**src/rtl/icache_refill_ctrl.sv**
```systemverilog
// Instruction-cache refill controller.
// Serves hits in one cycle; on a miss it fetches the word byte-by-byte and writes it back.
module icache_refill_ctrl #(
  parameter int ADDR_W = 32
) (
  input  logic              clk_in,
  input  logic              rst_in,
  input  logic              rdy_in,
  input  logic              flush,
  input  logic              fetch_valid,
  input  logic [ADDR_W-1:0] fetch_addr,
  output logic              fetch_done,
  output logic [31:0]       fetch_inst,
  output logic [ADDR_W-1:0] cache_addr,
  input  logic              cache_hit,
  input  logic [31:0]       cache_rdata,
  output logic              cache_update,
  output logic [31:0]       cache_wdata,
  output logic              mem_req,
  input  logic              mem_gnt,
  output logic [ADDR_W-1:0] mem_a,
  input  logic [7:0]        mem_din
);

  typedef enum logic [1:0] {
    IDLE,
    REFILL,
    DONE
  } state_t;

  state_t            state_q, state_d;
  logic [ADDR_W-1:0] base_q, base_d;
  logic [2:0]        icnt_q, icnt_d;
  logic [2:0]        rcnt_q, rcnt_d;
  logic              pend_q, pend_d;
  logic [31:0]       word_q, word_d;
  logic              done_q, done_d;
  logic [31:0]       inst_q, inst_d;
  logic              upd_q, upd_d;
  logic [31:0]       wdata_q, wdata_d;
  logic [ADDR_W-1:0] fetch_base;

  assign fetch_base   = {fetch_addr[ADDR_W-1:2], 2'b00};
  assign mem_req      = (state_q == REFILL) && !icnt_q[2];
  assign mem_a        = base_q + {{(ADDR_W-3){1'b0}}, icnt_q};
  assign cache_addr   = (state_q == IDLE) ? fetch_addr : base_q;
  assign fetch_done   = done_q;
  assign fetch_inst   = inst_q;
  assign cache_update = upd_q;
  assign cache_wdata  = wdata_q;

  // Next-state: hit/miss dispatch, byte issue/receive, completion pulse.
  always_comb begin
    state_d = state_q;
    base_d  = base_q;
    icnt_d  = icnt_q;
    rcnt_d  = rcnt_q;
    pend_d  = pend_q;
    word_d  = word_q;
    done_d  = done_q;
    inst_d  = inst_q;
    upd_d   = upd_q;
    wdata_d = wdata_q;
    if (rdy_in) begin
      done_d = 1'b0;
      upd_d  = 1'b0;
      if (flush) begin
        state_d = IDLE;
        pend_d  = 1'b0;
        icnt_d  = '0;
        rcnt_d  = '0;
      end else begin
        unique case (state_q)
          IDLE: begin
            if (fetch_valid) begin
              if (cache_hit) begin
                done_d = 1'b1;
                inst_d = cache_rdata;
              end else begin
                base_d  = fetch_base;
                icnt_d  = '0;
                rcnt_d  = '0;
                pend_d  = 1'b0;
                word_d  = '0;
                state_d = REFILL;
              end
            end
          end
          REFILL: begin
            pend_d = mem_req && mem_gnt;
            if (mem_req && mem_gnt) icnt_d = icnt_q + 3'd1;
            if (pend_q) begin
              word_d[{rcnt_q[1:0], 3'b000} +: 8] = mem_din;
              rcnt_d = rcnt_q + 3'd1;
              if (rcnt_q == 3'd3) begin
                state_d = DONE;
                done_d  = 1'b1;
                upd_d   = 1'b1;
                inst_d  = word_d;
                wdata_d = word_d;
              end
            end
          end
          DONE: state_d = IDLE;
          default: state_d = IDLE;
        endcase
      end
    end
  end

  // State and registered outputs; reset wins over rdy_in and flush.
  always_ff @(posedge clk_in) begin
    if (!rst_in) begin
      state_q <= IDLE;
      base_q  <= '0;
      icnt_q  <= '0;
      rcnt_q  <= '0;
      pend_q  <= 1'b0;
      word_q  <= '0;
      done_q  <= 1'b0;
      inst_q  <= '0;
      upd_q   <= 1'b0;
      wdata_q <= '0;
    end else begin
      state_q <= state_d;
      base_q  <= base_d;
      icnt_q  <= icnt_d;
      rcnt_q  <= rcnt_d;
      pend_q  <= pend_d;
      word_q  <= word_d;
      done_q  <= done_d;
      inst_q  <= inst_d;
      upd_q   <= upd_d;
      wdata_q <= wdata_d;
    end
  end

endmodule

```
**config.mk**
```make
export PLATFORM = sky130hd
export DESIGN_NAME = icache_refill_ctrl
export DESIGN_NICKNAME = d
export VERILOG_FILES = /design/src/rtl/icache_refill_ctrl.sv
export SDC_FILE = /design/constraint.sdc
export NUM_CORES = 1
export LEC_CHECK = 0
export ABC_AREA = 1
export CAP_MARGIN = 20
export CELL_PAD_IN_SITES_DETAIL_PLACEMENT = 1
export CELL_PAD_IN_SITES_GLOBAL_PLACEMENT = 2
export CORE_ASPECT_RATIO = 0.6
export CORE_MARGIN = 2
export CORE_UTILIZATION = 25
export DETAILED_ROUTE_END_ITERATION = 16
export GPL_ROUTABILITY_DRIVEN = 0
export PLACE_DENSITY = 0.88
export SYNTH_ARGS = -nofsm -noshare
export SYNTH_HDL_FRONTEND = slang
export SYNTH_SLANG_ARGS = --single-unit
```
**constraint.sdc**
```tcl
create_clock -name clk_in -period 2.2 [get_ports clk_in]
set_input_delay 0.33 -clock clk_in [delete_from_list [all_inputs] [get_ports clk_in]]
set_output_delay 0.33 -clock clk_in [all_outputs]
set_load 0.02 [all_outputs]
```
==> impl_summary.txt <==
----------------------------------------------------
[Timing]
  Worst-margin pin slew ... 0.519 ns
  Max frequency ... 434 MHz
  Clock Skew ... 0.0106 ns
  Worst slew margin relative to its limit ... 0.652
  Unrepaired setup endpoints after global routing ... true
  Number of endpoints failing setup at the final stage ... 9
  Final Critical Period ... 2.31 ns
  Worst hold margin ... 0.327 ns
  Count of final max-slew check failures ... 0
  Aggregate negative setup slack ... -0.557 ns
  Worst-case setup margin in the final layout ... -0.105 ns
  Final cycle utilization of the critical path ... 1.05
  Hold Vio Cnt, Final ... 0

[Floorplan]
  Boundary Pins ... 210
  Core region area ... 0.0290 mm^2
  Number of rows in the core area ... 48
  Initial core utilization ... 0.256
  Die Area ... 0.0312 mm^2
  Die X-Extent ... 227 um
  Overall die height ... 138 um

[Clock tree]
  Cell chosen for the clock root ... clkbuf_16
  Clock transition at the registers of the reported paths ... 0.06 ns
  Cts bufs inserted ... 17
  Clock latency on the worst-skew pair ... 0.44 ns
  Max Buffers Root-to-Sink ... 2
  CTS Sinks ... 137
  Number of levels the H-tree was split into ... 4
  CTS tree ... built

[Setup path]
  Endpoint of the most critical setup path ... mem_a[14]
  Critical path endpoint category ... primary output
  Worst endpoint data arrival time ... 1.98 ns
  Reg2Reg Capture Point ... fetch_inst[25]
  Worst EP required ... 1.87 ns
  Slowest library cell on the worst path ... dfxtp_4
  Critical path's largest stage delay ... 0.36 ns
  Cells on worst reg2reg path ... 9
  Critical path launch point type ... flop
  Reg-to-reg startpoint ... rcnt_q[1]
  Maximum fanout along the worst path ... 3
  Cell-by-cell listing of the critical path ... ha_4 > ha_4 > nand3_4 > nor2_4 > buf_12 > nand3_4 > buf_6 > xor2_1 > buf_4
  R2R setup slack ... 0.16 ns
  Launch point of the critical path ... icnt_q[2]
  Type of the worst setup path ... flop to primary output

[Synth]
  Netlist Area Pre-Place ... 0.00743 mm^2
  Proportion of register bits with asynchronous set or reset after synthesis ... 0
  Leading cell types by total area after synthesis ... dfxtp_1, nand2_1, inv_1, a21oi_1, o21ai_0
  Mapped Avg Cell Area ... 6.38 um^2
  Post-synthesis net count ... 1,253
  Synth cell count leaders ... nand2_1, inv_1, dfxtp_1, a21oi_1, nor2_1
  Number of synthesis warnings ... 0
  Unique masters post-synth ... 24
  Synth Register Bits ... 137
  Sequential element share of the synthesized area ... 0.369
  Library cell with the largest summed area after synthesis ... dfxtp_1
  Synth top area share ... 0.369
  Most frequent cell after synthesis ... nand2_1
  Post-synth EDFFs ... 0
  Post-synth top flop ... dfxtp_1
  Gate Count Post-Synth ... 1,165

[Placement]
  Number of buffer cells added on primary ports ... 209
  Total placed instance area ... 0.0105 mm^2
  Post-detail-place hpwl ... 25,300 um

[Job]
  # Max-Cap Violations ... 0

[Global route]
  Gr ovfl total ... 0
  Global-route wire length before repair ... 50,800 um
  Number of global-route vias before repair ... 8,524
  Pin count of the biggest net entering global routing ... 66
  Tot GR Track Use ... 0.217
  Antenna violations before repair ... 2

[Finish]
  Layout net count ... 1,522
  Share of cells above drive strength 1 ... 0.206
  Area Growth Syn to Fin ... 55.0%
  Design area ... 0.0115 mm^2

[Routing]
  Remaining design rule violation count ... 0
  Routed wire length ... 34,000 um
  Vias after detailed routing ... 8,705
  DRT antenna net count ... 0
  Routed wire length per instance ... 18.4 um
  First DRT Iteration DRCs ... 536
  Mean number of vias per cell ... 4.71
  Detailed-routing iteration count for the pre-antenna-repair pass ... 5

[Worst hold path]
  Tightest Hold Check Type ... input port to flop

[Outcome]
  Violated checks ... negative setup slack
  Status ... complete, but fails checks

[Power]
  Peak ir drop on the vdd network ... 0.427 mV
  Post-layout total power ... 7.04 mW
  Power density cells ... 611 mW/mm^2
  Leakage power ... 4.94 nW

----------------------------------------------------
[stage by stage]
step / std cells / setup slack, ns / utilization
floorplan: 1165 / 0.0919 / -
global placement: 1802 / -0.231 / 0.363
detailed placement: 1802 / -0.259 / 0.363
CTS: 1843 / -0.143 / 0.391
global route: 1848 / -0.191 / 0.397
finish: 1848 / -0.105 / 0.397
[worst max-delay path: cells and delay by family (launching register included)]
kind / cells / cell delay, ns
DFF: 1 / 0.36
xor gates and xnor gates: 1 / 0.15
and+or+nand+nor: 3 / 0.31
buffers and inverters: 3 / 0.42
adders and majority gates: 2 / 0.29
[placed cells by master, fill, tap and decap left out, types with 5 or more instances in the layout]
master,instances
nand4_1,20
nor2_4,16
nor3_2,5
inv_1,150
ha_1,7
o21ai_0,87
dfxtp_1,116
buf_6,19
buf_2,12
nand2_1,292
dfxtp_4,5
a21oi_1,116
xor2_1,13
buf_12,10
nor2_2,17
a21oi_2,12
nor2_1,79
o21a_1,32
clkdlybuf4s50_1,147
nand2_2,13
clkbuf_16,18
nand3_1,57
buf_4,95
dfxtp_2,16
clkbuf_2,17
dlygate4sd2_1,12
inv_2,9
o21ai_1,16
[area by class of cell]
type / instances / area, um^2
Antenna cell: 1 / 2.50
Clock buffer: 17 / 425
Clock inverter: 15 / 169
Fill cell: 3643 / 17500
Inverter: 162 / 616
Multi-Input combinational cell: 803 / 4150
Sequential cell: 137 / 2780
Tap cell: 400 / 500
Timing Repair Buffer: 313 / 2870
[worst min path at each step]
stage,start,endpoint,slack (ns),depth (start not counted)
after floorplan,rcnt_q[2],rcnt_q[2],0.44,2
after global placement,rcnt_q[2],rcnt_q[2],0.45,2
after detailed placement,word_q[25],word_q[25],0.46,2
after CTS,rst_in,base_q[21],0.30,3
after global routing,rst_in,base_q[30],0.34,3
final,rst_in,base_q[21],0.33,3
[registers in the layout (all words and copies together) (netlist names)]
signal	flops
fetch_done	1
fetch_inst	32
cache_wdata	32
word_q	32
base_q	30
icnt_q	3
state_q	2
pend_q	1
rcnt_q	3
cache_update	1
[logic make-up (layout without fill, tap and decap cells)]
logic type | Yosys count | after routing | synth area share
adder cells (fa/ha/maj) | 9 | 9 | 0.0152
AO/OA/AOI/OAI | 264 | 264 | 0.194
other | 0 | 1 | 0
buffers and inverters | 225 | 507 | 0.121
AND/OR/NAND/NOR | 515 | 515 | 0.283
flip-flops | 137 | 137 | 0.369
XOR/XNOR | 15 | 15 | 0.0177
[where the power goes]
group	internal, mW	switching (mW)
Sequential	2.57	0.0660
Combinational	0.546	0.881
Clock	1.70	1.28
Total	4.81	2.23
[routing by layer]
| metal | part of all wire | vias to the layer above | GRT usage | wire (um) |
|---|---|---|---|---|
| li1 | - | 4247 | - | - |
| met1 | 0.52 | 4222 | 0.328 | 17700 |
| met2 | 0.40 | 212 | 0.296 | 13500 |
| met3 | 0.071 | 22 | 0.0597 | 2430 |
| met4 | 0.011 | 2 | 0.0537 | 391 |
| met5 | 0.00038 | - | 0 | 13 |
[what timing repair did]
item	4_1_cts	5_1_grt
resized for setup	259	114
pin swaps	21	30
cloned	0	1
setup endpoints to repair	62	59
setup buffers	9	3
hold buffers	0	0
Note: power is estimated with default switching activity, not from simulation.
